## config.mk

```make
export PLATFORM = sky130hd
export DESIGN_NAME = pipe_hazard_ctrl_flat
export DESIGN_NICKNAME = d
export VERILOG_FILES = /design/src/rtl/pipe_hazard_ctrl_if.sv /design/src/rtl/pipe_hazard_ctrl.sv /design/src/flat_wrapper.sv
export SDC_FILE = /design/constraint.sdc
export NUM_CORES = 1
export LEC_CHECK = 0
export CORE_AREA = 5 5 92 94
export DETAILED_ROUTE_END_ITERATION = 8
export DIE_AREA = 0 0 97 99
export PLACE_DENSITY = 0.49
export SETUP_SLACK_MARGIN = 0.15
export SYNTH_ARGS = -nofsm -noshare
export SYNTH_HDL_FRONTEND = slang
export SYNTH_SLANG_ARGS = --single-unit
```

## constraint.sdc

```tcl
create_clock -name clk -period 7.8 [get_ports clk]
set_clock_uncertainty 0.05 [all_clocks]
set_input_delay 1.95 -clock clk [delete_from_list [all_inputs] [get_ports clk]]
set_output_delay 1.95 -clock clk [all_outputs]
set_load 0.03 [all_outputs]
```

## src/rtl/pipe_hazard_ctrl_if.sv

```systemverilog
// rtl/pipe_hazard_ctrl_if.sv - hazard controller signal bundle between pipeline datapath and control
interface pipe_hazard_ctrl_if #(
    parameter int CNT_W = 16
);
    logic [31:0]      instr_ifid;
    logic             idex_memread;
    logic [4:0]       idex_rt;
    logic             ex_redirect;
    logic             imem_ready;
    logic             pc_write;
    logic             ifid_write;
    logic             ifid_flush;
    logic             idex_bubble;
    logic [CNT_W-1:0] stall_cnt;
    logic [CNT_W-1:0] flush_cnt;
    logic [1:0]       state;

    // Datapath side: presents pipeline status, consumes the control strobes.
    modport master (
        output instr_ifid, idex_memread, idex_rt, ex_redirect, imem_ready,
        input  pc_write, ifid_write, ifid_flush, idex_bubble, stall_cnt, flush_cnt, state
    );

    modport slave (
        input  instr_ifid, idex_memread, idex_rt, ex_redirect, imem_ready,
        output pc_write, ifid_write, ifid_flush, idex_bubble, stall_cnt, flush_cnt, state
    );
endinterface

```

## src/rtl/pipe_hazard_ctrl.sv

```systemverilog
// rtl/pipe_hazard_ctrl.sv - IF/ID and PC sequencing for load-use, imem wait and EX redirect hazards
module pipe_hazard_ctrl #(
    parameter int FLUSH_CYCLES = 1,
    parameter int CNT_W        = 16
) (
    input  logic                clk,
    input  logic                rst_n,
    pipe_hazard_ctrl_if.slave   hz
);

    typedef enum logic [1:0] {
        ST_RUN   = 2'd0,
        ST_FLUSH = 2'd1,
        ST_IWAIT = 2'd2
    } state_t;

    localparam logic [1:0] FCNT_RELOAD = 2'(FLUSH_CYCLES - 1);

    state_t           state_q, state_d;
    logic [1:0]       fcnt_q, fcnt_d;
    logic [CNT_W-1:0] stall_cnt_q, stall_cnt_d;
    logic [CNT_W-1:0] flush_cnt_q, flush_cnt_d;

    logic [5:0] opcode;
    logic [4:0] rs;
    logic [4:0] rt;
    logic       uses_rt;
    logic       load_use;

    logic pc_write;
    logic ifid_write;
    logic ifid_flush;
    logic idex_bubble;

    // Hazard decode on the instruction sitting in ID.
    always_comb begin
        opcode   = hz.instr_ifid[31:26];
        rs       = hz.instr_ifid[25:21];
        rt       = hz.instr_ifid[20:16];
        uses_rt  = (opcode == 6'h00) || (opcode == 6'h04) ||
                   (opcode == 6'h05) || (opcode == 6'h2B);
        load_use = hz.idex_memread && (hz.idex_rt != 5'd0) &&
                   ((hz.idex_rt == rs) || (uses_rt && (hz.idex_rt == rt)));
    end

    always_ff @(posedge clk) begin
        if (!rst_n) begin
            state_q <= ST_RUN;
            fcnt_q  <= 2'd0;
        end else begin
            state_q <= state_d;
            fcnt_q  <= fcnt_d;
        end
    end

    always_comb begin
        state_d = state_q;
        fcnt_d  = fcnt_q;
        if (hz.ex_redirect) begin
            if (FLUSH_CYCLES > 1) begin
                state_d = ST_FLUSH;
                fcnt_d  = FCNT_RELOAD;
            end else begin
                state_d = ST_RUN;
                fcnt_d  = 2'd0;
            end
        end else begin
            case (state_q)
                ST_FLUSH: begin
                    if (fcnt_q <= 2'd1) begin
                        state_d = ST_RUN;
                        fcnt_d  = 2'd0;
                    end else begin
                        fcnt_d  = fcnt_q - 2'd1;
                    end
                end
                // A load-use hold also ends here: the load has left EX next cycle.
                default: state_d = hz.imem_ready ? ST_RUN : ST_IWAIT;
            endcase
        end
    end

    always_comb begin
        pc_write    = 1'b1;
        ifid_write  = 1'b1;
        ifid_flush  = 1'b0;
        idex_bubble = 1'b0;
        if (!rst_n) begin
            pc_write    = 1'b0;
            ifid_write  = 1'b0;
            ifid_flush  = 1'b1;
            idex_bubble = 1'b1;
        end else if (hz.ex_redirect) begin
            ifid_flush  = 1'b1;
            idex_bubble = 1'b1;
        end else if (state_q == ST_FLUSH) begin
            // ID already holds a NOP here, so load-use cannot apply.
            pc_write    = hz.imem_ready;
            ifid_flush  = 1'b1;
        end else if (load_use) begin
            pc_write    = 1'b0;
            ifid_write  = 1'b0;
            idex_bubble = 1'b1;
        end else if (!hz.imem_ready) begin
            pc_write    = 1'b0;
            ifid_flush  = 1'b1;
        end
    end

    always_comb begin
        stall_cnt_d = stall_cnt_q;
        flush_cnt_d = flush_cnt_q;
        if (!pc_write && (stall_cnt_q != {CNT_W{1'b1}})) begin
            stall_cnt_d = stall_cnt_q + 1'b1;
        end
        if (hz.ex_redirect && (flush_cnt_q != {CNT_W{1'b1}})) begin
            flush_cnt_d = flush_cnt_q + 1'b1;
        end
    end

    always_ff @(posedge clk) begin
        if (!rst_n) begin
            stall_cnt_q <= '0;
            flush_cnt_q <= '0;
        end else begin
            stall_cnt_q <= stall_cnt_d;
            flush_cnt_q <= flush_cnt_d;
        end
    end

    assign hz.pc_write    = pc_write;
    assign hz.ifid_write  = ifid_write;
    assign hz.ifid_flush  = ifid_flush;
    assign hz.idex_bubble = idex_bubble;
    assign hz.stall_cnt   = stall_cnt_q;
    assign hz.flush_cnt   = flush_cnt_q;
    assign hz.state       = state_q;

endmodule

```

## src/flat_wrapper.sv

```systemverilog
// flat-port wrapper written by rule: the top's interface ports become plain ports
module pipe_hazard_ctrl_flat 
#(
    parameter int FLUSH_CYCLES = 1,
    parameter int CNT_W        = 16
)
  (clk, rst_n, hz_instr_ifid, hz_idex_memread, hz_idex_rt, hz_ex_redirect, hz_imem_ready, hz_pc_write, hz_ifid_write, hz_ifid_flush, hz_idex_bubble, hz_stall_cnt, hz_flush_cnt, hz_state);
  pipe_hazard_ctrl_if #(.CNT_W(CNT_W)) hz_i ();
  input  logic clk;
  input  logic rst_n;
  input wire logic [$bits(hz_i.instr_ifid)-1:0] hz_instr_ifid;
  input wire logic [$bits(hz_i.idex_memread)-1:0] hz_idex_memread;
  input wire logic [$bits(hz_i.idex_rt)-1:0] hz_idex_rt;
  input wire logic [$bits(hz_i.ex_redirect)-1:0] hz_ex_redirect;
  input wire logic [$bits(hz_i.imem_ready)-1:0] hz_imem_ready;
  output wire logic [$bits(hz_i.pc_write)-1:0] hz_pc_write;
  output wire logic [$bits(hz_i.ifid_write)-1:0] hz_ifid_write;
  output wire logic [$bits(hz_i.ifid_flush)-1:0] hz_ifid_flush;
  output wire logic [$bits(hz_i.idex_bubble)-1:0] hz_idex_bubble;
  output wire logic [$bits(hz_i.stall_cnt)-1:0] hz_stall_cnt;
  output wire logic [$bits(hz_i.flush_cnt)-1:0] hz_flush_cnt;
  output wire logic [$bits(hz_i.state)-1:0] hz_state;
  assign hz_i.instr_ifid = hz_instr_ifid;
  assign hz_i.idex_memread = hz_idex_memread;
  assign hz_i.idex_rt = hz_idex_rt;
  assign hz_i.ex_redirect = hz_ex_redirect;
  assign hz_i.imem_ready = hz_imem_ready;
  assign hz_pc_write = hz_i.pc_write;
  assign hz_ifid_write = hz_i.ifid_write;
  assign hz_ifid_flush = hz_i.ifid_flush;
  assign hz_idex_bubble = hz_i.idex_bubble;
  assign hz_stall_cnt = hz_i.stall_cnt;
  assign hz_flush_cnt = hz_i.flush_cnt;
  assign hz_state = hz_i.state;
  pipe_hazard_ctrl #(.FLUSH_CYCLES(FLUSH_CYCLES), .CNT_W(CNT_W)) u_core (.clk(clk), .rst_n(rst_n), .hz(hz_i));
endmodule
```

==> results of run 1 <==
-- critical path, stage by stage --
cell and delay, ns:
clkdlybuf4s50_1 0.47, or4_1 0.54, o21ai_0 0.30, a22o_1 0.23, a31oi_4 0.07, inv_2 0.33
clkdlybuf4s50_1 0.74
-- routing by layer --
metal,GRT usage [%],share of wire [%]
met1,13.09,47
met2,17.14,47
met3,3.185,5.5
met4,3.240,0.86
met5,0,0
-- cell usage after synthesis, types with 4 or more instances --
master    count
a21oi_1      11
and4_1        4
clkbuf_1      6
dfxtp_1      33
inv_1         5
nand2_1      19
nand3_1      13
nand4_1       9
nor2_1       21
nor3_1        6
nor4_1        6
o21a_1        5
o21ai_0       8
o31a_1        4
or4_1         5
xnor2_1      14
xor2_1       10
-- worst paths after layout --
| kind | from | to | slack [ns] |
|---|---|---|---|
| max | hz_idex_rt[0] | hz_pc_write | 1.17 |
| min | u_core.hz.stall_cnt[10] | u_core.hz.stall_cnt[10] | 0.44 |
| max reg2reg | u_core.hz.stall_cnt[1] | u_core.hz.stall_cnt[1] | 5.36 |
| min reg2reg | u_core.hz.stall_cnt[10] | u_core.hz.stall_cnt[10] | 0.44 |
-- cell type report --
class / instances / share of cell area, %
clock inverter: 2 / 0.3817
tap: 102 / 4.866
multi-input combinational: 170 / 41.56
clock buffer: 6 / 2.767
sequential: 33 / 25.19
inverter: 7 / 1.002
timing repair buffer: 64 / 24.24
-- logic make-up (layout without fill, tap and decap cells) --
| kind of cell | count (synthesis) | in the layout |
|---|---|---|
| simple gates | 99 | 99 |
| compound gates | 42 | 42 |
| flops | 33 | 33 |
| xor+xnor | 24 | 24 |
| buf+inv | 16 | 79 |
| fa+ha+maj | 2 | 2 |
| mux | 2 | 2 |
| other cells | 1 | 1 |
-- state kept, by name (all words and copies together) (netlist names) --
signal	cells
u_core.hz.state	1
u_core.hz.flush_cnt	16
u_core.hz.stall_cnt	16
-- placed cells by master, fill, tap and decap left out, types with 2 or more instances in the layout --
cell / instances
nand2_1: 19
clkdlybuf4s50_1: 62
o21ai_0: 8
mux2i_1: 2
clkinv_2: 2
or3_1: 3
o21a_1: 5
nand3_1: 13
a21oi_1: 11
and4_1: 4
clkbuf_8: 5
o41ai_1: 3
xor2_1: 10
xnor2_1: 14
nor2b_1: 2
ha_1: 2
nor2_1: 21
dfxtp_1: 33
nand4b_1: 2
a31oi_1: 2
nor4_1: 6
or4_1: 5
inv_1: 5
buf_4: 2
o31a_1: 4
nor3b_1: 2
nand4_1: 9
nor3_1: 6
o31ai_1: 3
-- stage by stage --
stage | total power (uW) | hold slack, ns | worst slack [ns]
detailed placement | 232.0 | 0.4387 | 1.131
CTS | 360.3 | 0.4470 | 1.115
finish | 351.7 | 0.4403 | 1.169
floorplan | 206.4 | 0.5532 | 2.301
global placement | 232.0 | 0.4336 | 1.146
global route | 372.1 | 0.4743 | 0.9766
-- power breakdown --
part / internal (uW) / switching (uW)
Combinational: 25.5 / 27.4
Clock: 61.8 / 62.5
Sequential: 171 / 3.68
Total: 258 / 93.6
==> metrics.txt, run 1 <==
status=finished clean; required time of the worst setup path=5.80 ns; Post-Synth Adder-Cell Area=~1.4%; Static Leak=0.0008044 uW; Worst EP arrival=4.63 ns; Fin. Hold Viols=0; Final period util=85.01%; worst hold path class=flip-flop to flip-flop; Die X=just under 100 um; Compound-Gate Fraction of Synth Area=around 16%; antenna viol nets, final=0; dpl cell area=2540 sq um; final instance area=2623 sq um; post-synthesis simple-gate area fraction=29.24%; Routed WL per cell=around 13 um; grt total ovfl=0; max_cap viols=0; final non-filler cell total=384; Relative slew margins=55.93%; # diodes=0; Pins Over Slew Limit=0; # placed instances=376; post-synthesis xor/xnor area fraction=a little under an eighth; largest family of logic cells by synthesized area=simple AND/OR/NAND/NOR gates; final setup fails=0; post-CTS resize count=0; footprint of the multi-input gates=between 1000 and 1500 sq um; detailed placement HPWL=~3700 um; pin count of the biggest net entering global routing=27; PD cells=134.1 nW/um^2; maximum level of the CTS H-tree=2; share of the synthesized area in the top cell type=between 30% and 40%; mux contribution to synthesized area=1.098%; antenna violations before repair=0; drt first pass iters=4; Via Count=1,784; post-synth cell types=45; WS Path Type=input pin to primary output; Layout Nets=325; RD Place Congestion=just under 0.7; vias per cell=4.646; setup tns final=0 ns; synthesized instance count=about 220; global-route wire length before repair=around 8400 um; fmax=~150 MHz; Startpoint Class=input pin; Sequential cell area=660.6 sq um; area of the mapped netlist=1823 sq um; Longest Clk Path Bufs=2; share of flip-flops with an asynchronous set or reset=0%; Port Buffers=62; number of I/O pins=80; DR iter-0 viols=51; vias in the first global route=about 1,800; CTS Root Cell=clkbuf_8; Die ar.=9603 sq um; top cells by area, synth=dfxtp_1, xnor2_1, xor2_1; Yosys reg bits=33; post-synth net total=263; CTS Hold Bufs=0; Core Footprint=around 7600 sq um; DRC errors left=0; CP Capture Type=primary output; Max FO, Critical Path=24; Avg Inst Size Synth=8.324 sq um; Max IR drop VDD=0.05807 mV; RSZ-0062 raised after global routing=no; Clk pin slew, worst setup/hold paths=about 0.070 ns; Total Routed Length=4889 um; TritonCTS clock tree=yes; Initial Util=24.09%; Worst Reg-to-Reg Cells=8; Worst-Margin Slew=0.6541 ns; sequential element share of the synthesized area=36.24%; EDFF count, synth=0; layout cell share with drive strength beyond 1=4.255%; total CTS buffers=5; final worst path period need=6.631 ns; FILL cells=816; Synth area leader=dfxtp_1; Clock Latency Late Sink=~0.28 ns; clk sink count=33; Chip Height=~99 um; global-route usage over all layers=10.42%; row cnt=32; Hold Path Stages=2; P&R area growth vs syn=43.86%; Finished Core Util=34.66%; Post-CTS Setup Repair Bufs=0; yosys warns=0; Main synth FF type=dfxtp_1
(Power assumes the default switching activity.)
==> run 2, diff against run 1 <==
- MAX_ROUTING_LAYER: default -> met4
==> run 2 against run 1 <==
  * Routed wire length fell by 0.49%
  * Clock-buffer cell count did not move
  * First-iteration DRC count rose by 3.9%
  * Register-to-register slack barely moved
  * Total power barely moved
  * Clock power barely moved
  * Worst hold slack barely moved
  * Die area did not move
  * Combinational power barely moved
  * Critical path type unchanged
  * Largest cell class unchanged
==> metrics.txt, run 2 (same netlist as run 1, synthesis figures left out) <==
status=finished clean; Die ar.=~9600 sq um; drt first pass iters=4; Fin. Hold Viols=0; hold path startpoint=u_core.hz.stall_cnt[10]; Seq pwr share=49.6%; CTS Hold Bufs=0; Cell Chain, Critical Path=clkdlybuf4s50_1 > or4_1 > o21ai_0 > a22o_1 > a31oi_4 > inv_2 > clkdlybuf4s50_1; switch share=around a quarter; row cnt=32; vias per cell=4.677; commonest non-fill, non-tap cell in the layout=clkdlybuf4s50_1; Worst-Margin Slew=0.6541 ns; Die X=97 um; Finished Core Util=roughly a third; WHS=0.4403 ns; Hold Path Stages=2; Worst EP arrival=4.64 ns; RD Place Congestion=~0.7; layout cell share with drive strength beyond 1=under 10%; Crit-path slowest cell=clkdlybuf4s50_1; max_cap viols=0; post-CTS resize count=0; RSZ-0062 raised after global routing=no; Max IR drop VDD=0.05788 mV; pin count of the biggest net entering global routing=27; vias in the first global route=1,783; Static Leak=0.0008044 uW; Chip Height=approximately 99 um; Worst Reg-to-Reg Cells=8; clk sink count=33; total CTS buffers=5; reg2reg end=u_core.hz.stall_cnt[1]; # diodes=0; grt total ovfl=0; final worst path period need=6.640 ns; setup tns final=0 ns; Final period util=a little under nine tenths; fmax=150.6 MHz; Hold EP=u_core.hz.stall_cnt[10]; TritonCTS clock tree=yes; R2R Path Start=u_core.hz.stall_cnt[1]; Pins Over Slew Limit=0; Startpoint Class=input pin; worst hold path class=flip-flop to flip-flop; global-route wire length before repair=8438 um; CP Capture Type=primary output; Post-CTS Setup Repair Bufs=0; DR iter-0 viols=53; Total Routed Length=~4900 um; final setup fails=0; commonest non-fill, non-tap cells in the layout=clkdlybuf4s50_1, dfxtp_1, nor2_1; Relative slew margins=around 56%; antenna viol nets, final=0; Port Buffers=62; maximum level of the CTS H-tree=2; Max FO, Critical Path=24; required time of the worst setup path=5.80 ns; number of I/O pins=80; antenna violations before repair=0; most used cell, CP=clkdlybuf4s50_1; global-route usage over all layers=10.75%; Layout Nets=approximately 330; Routed WL per cell=12.67 um; Via Count=1,796; Power, Total=351.6 uW; Internal=258.1 uW; fraction of power consumed by combinational cells=15.1%; Clk pin slew, worst setup/hold paths=0.07 ns; Clock Latency Late Sink=0.28 ns; Initial Util=between 20 and 25%; Clk pwr share=35.3%; R2R Setup Slk=5.37 ns; WS Path Type=input pin to primary output; P&R area growth vs syn=43.86%; Slowest Stage Delay on Critical Path=0.75 ns; P_sw=93.52 uW; PD cells=134.1 nW/um^2; DRC errors left=0; detailed placement HPWL=around 3700 um; Longest Clk Path Bufs=2; Core Footprint=7567 sq um; CTS Root Cell=clkbuf_8
-- run 2: cell counts in the layout (fill, tap and decap cells not counted) --
No cell type changed its count.
-- run 2: area by class of cell --
class,instances,area (sq um)
sequential,33,660.6
clock buffer,6,72.57
fill,816,4945
multi-input combinational,170,1090
timing repair buffer,64,635.6
tap,102,127.6
clock inverter,2,10.01
inverter,7,26.28
-- run 2: per-layer routing --
metal	GRT usage [%]	vias up	share of wire [%]
li1	-	930	-
met1	13.26	809	47
met2	17.20	53	47
met3	2.902	4	5.3
met4	3.240	0	0.92
met5	-	-	0
-- run 2: how the worst max path moves through the flow --
stage / from / endpoint / cells past startpoint
2_1_floorplan: hz_idex_rt[0] / hz_ifid_flush / 4
3_3_place_gp: hz_idex_rt[0] / hz_pc_write / 7
3_5_place_dp: hz_idex_rt[0] / hz_pc_write / 7
4_1_cts: hz_idex_rt[0] / hz_pc_write / 7
5_1_grt: hz_idex_rt[0] / hz_pc_write / 7
6_report: hz_idex_rt[0] / hz_pc_write / 7
-- run 2: worst max-delay path: cells and delay by family --
kind	cells	cell delay, ns
buffers and inverters	3	1.55
AO/OA/AOI/OAI	3	0.60
AND/OR/NAND/NOR	1	0.54
-- run 2: power by group through the flow --
| stage | combinational (uW) | sequential (uW) | clock [uW] |
|---|---|---|---|
| finish | 52.9 | 174 | 124 |
| CTS | 54.0 | 175 | 132 |
| global route | 57.4 | 175 | 140 |
| global placement | 53.5 | 178 | 0 |
| floorplan | 24.8 | 182 | 0 |
| detailed placement | 53.6 | 178 | 0 |
-- run 2: metrics by stage --
step                worst slack (ns)  std cells  instance area (sq um)
floorplan                      2.301        219                   1823
finish                         1.160        384                   2623
global placement               1.146        376                   2540
detailed placement             1.131        376                   2540
CTS                            1.115        384                   2623
global route                  0.9714        384                   2623
==> run 3, diff against run 2 <==
- CELL_PAD_IN_SITES_DETAIL_PLACEMENT: default -> 0
- CELL_PAD_IN_SITES_GLOBAL_PLACEMENT: default -> 1
- PLACE_DENSITY: 0.49 -> 0.66
==> run 3 against run 2 <==
  * Register-to-register slack improved by 0.20 ns
  * Cell count increased by 0.26%
  * Sequential power about the same
  * Global-route usage decreased by 0.21 points
  * Sequential cell count unchanged
  * Setup slack got worse by 0.010 ns
  * Fmax decreased by 0.16%
  * Via count increased by 1.4%
  * Total power increased by 5.7%
  * Critical path type unchanged
==> metrics.txt, run 3 (same netlist as run 1, synthesis figures left out) <==
P_sw=between 90 and 100 uW; Initial Util=24.09%; Clk pin slew, worst setup/hold paths=0.07 ns; layout cell share with drive strength beyond 1=about 4.9%; worst hold path class=flip-flop to flip-flop; Core Footprint=7567 sq um; commonest non-fill, non-tap cell in the layout=clkdlybuf4s50_1; hold path startpoint=u_core.hz.stall_cnt[10]; Hold Path Stages=2; status=finished clean; Seq pwr share=between 40% and 50%; RD Place Congestion=0.7325; Via Count=1,821; footprint of the multi-input gates=1090 sq um; drt first pass iters=4; CP Capture Type=primary output; DRC errors left=0; setup tns final=0 ns; Post-CTS Setup Repair Bufs=0; Worst EP arrival=4.65 ns; Clk pwr share=38.6%; PD cells=140.3 nW/um^2; Final period util=85.26%; row cnt=32; P&R area growth vs syn=45.30%; required time of the worst setup path=~5.8 ns; number of I/O pins=80; Port Buffers=62; FILL cells=slightly below 800; Layout Nets=326; Routed WL per cell=about 13 um; WS Path Type=input pin to primary output; Worst Reg-to-Reg Cells=8; R2R Setup Slk=5.57 ns; DR iter-0 viols=67; Hold EP=u_core.hz.stall_cnt[10]; global-route usage over all layers=10.54%; antenna violations before repair=0; max_cap viols=0; Clock Latency Late Sink=0.28 ns; Max IR drop VDD=0.07347 mV; global-route wire length before repair=8300 um; detailed placement HPWL=3699 um; # diodes=0; Worst-Margin Slew=0.6177 ns; RSZ-0062 raised after global routing=no; Die ar.=9603 sq um; Internal=approximately 280 uW; R2R Path Start=u_core.hz.stall_cnt[1]; commonest non-fill, non-tap cells in the layout=clkdlybuf4s50_1, dfxtp_1, nor2_1; Static Leak=0.0008185 uW; switch share=25.65%; final setup fails=0; TritonCTS clock tree=yes; reg2reg end=u_core.hz.stall_cnt[1]; CTS Hold Bufs=0; fraction of power consumed by combinational cells=14.4%; final worst path period need=around 6.7 ns; Startpoint Class=input pin; CTS Root Cell=clkbuf_8; Finished Core Util=around a third; pin count of the biggest net entering global routing=27; maximum level of the CTS H-tree=2; antenna viol nets, final=0; Relative slew margins=58.38%; Fin. Hold Viols=0; Max FO, Critical Path=24; vias per cell=~4.7; Longest Clk Path Bufs=2; grt total ovfl=0; Chip Height=99 um; Sequential cell area=660.6 sq um; Pins Over Slew Limit=0; fmax=roughly 150 MHz; total CTS buffers=5; vias in the first global route=1,697; Die X=97 um; post-CTS resize count=0; Total Routed Length=4994 um; clk sink count=33
-- run 3: cell types whose count changed in the layout (fill, tap and decap cells not counted) --
| cell | previous run | this run |
|---|---|---|
| clkinv_2 | 2 | 1 |
| clkbuf_1 | 1 | 0 |
| clkbuf_8 | 5 | 7 |
| buf_4 | 2 | 3 |
-- run 3: power groups by stage --
stage / registers, uW / clock network, uW / logic [uW]
2_1_floorplan: 182 / 0 / 24.8
4_1_cts: 174 / 149 / 54.6
3_3_place_gp: 178 / 0 / 54.1
3_5_place_dp: 178 / 0 / 54.3
5_1_grt: 175 / 155 / 58.3
6_report: 174 / 144 / 53.7
-- run 3: per-layer routing --
layer / track usage, % / wire (um) / vias to the layer above
li1: - / - / 927
met1: 13.19 / 2409 / 852
met2: 16.61 / 2319 / 38
met3: 3.043 / 219 / 4
met4: 2.916 / 46 / 0
met5: - / 0 / -
-- run 3: worst max path at each step --
| stage | cells past startpoint | slack [ns] | startpoint | endpoint |
|---|---|---|---|---|
| detailed placement | 7 | 1.12 | hz_idex_rt[0] | hz_pc_write |
| global route | 7 | 1.0 | hz_idex_rt[0] | hz_pc_write |
| finish | 7 | 1.15 | hz_idex_rt[3] | hz_pc_write |
| floorplan | 4 | 2.30 | hz_idex_rt[0] | hz_ifid_flush |
| CTS | 7 | 1.12 | hz_idex_rt[0] | hz_pc_write |
| global placement | 7 | 1.14 | hz_idex_rt[0] | hz_pc_write |
-- run 3: worst max-delay path, stage by stage --
cell and delay (ns):
clkdlybuf4s50_1 0.48, or4_1 0.53, o21ai_0 0.30, a22o_1 0.23, a31oi_4 0.07, inv_2 0.34, clkdlybuf4s50_1 0.75
-- run 3: through the flow --
stage               setup slack, ns  total power, uW  cells  hold slack, ns  instance area (sq um)
finish                        1.150            371.7    385          0.4411                   2649
detailed placement            1.124            232.7    377          0.4373                   2547
floorplan                     2.301            206.4    219          0.5532                   1823
global placement              1.143            232.5    377          0.4317                   2547
CTS                           1.121            378.1    385          0.4483                   2649
global route                 0.9996            388.1    385          0.4655                   2649
-- run 3: area by class of cell --
type                    instances  area share (%)
flip-flops and latches         33           24.94
inverters                       7          0.9920
clock buffers                   7           3.637
well taps                     102           4.818
repair buffers                 65           24.28
multi-input cells             170           41.14
clock inverters                 1          0.1889
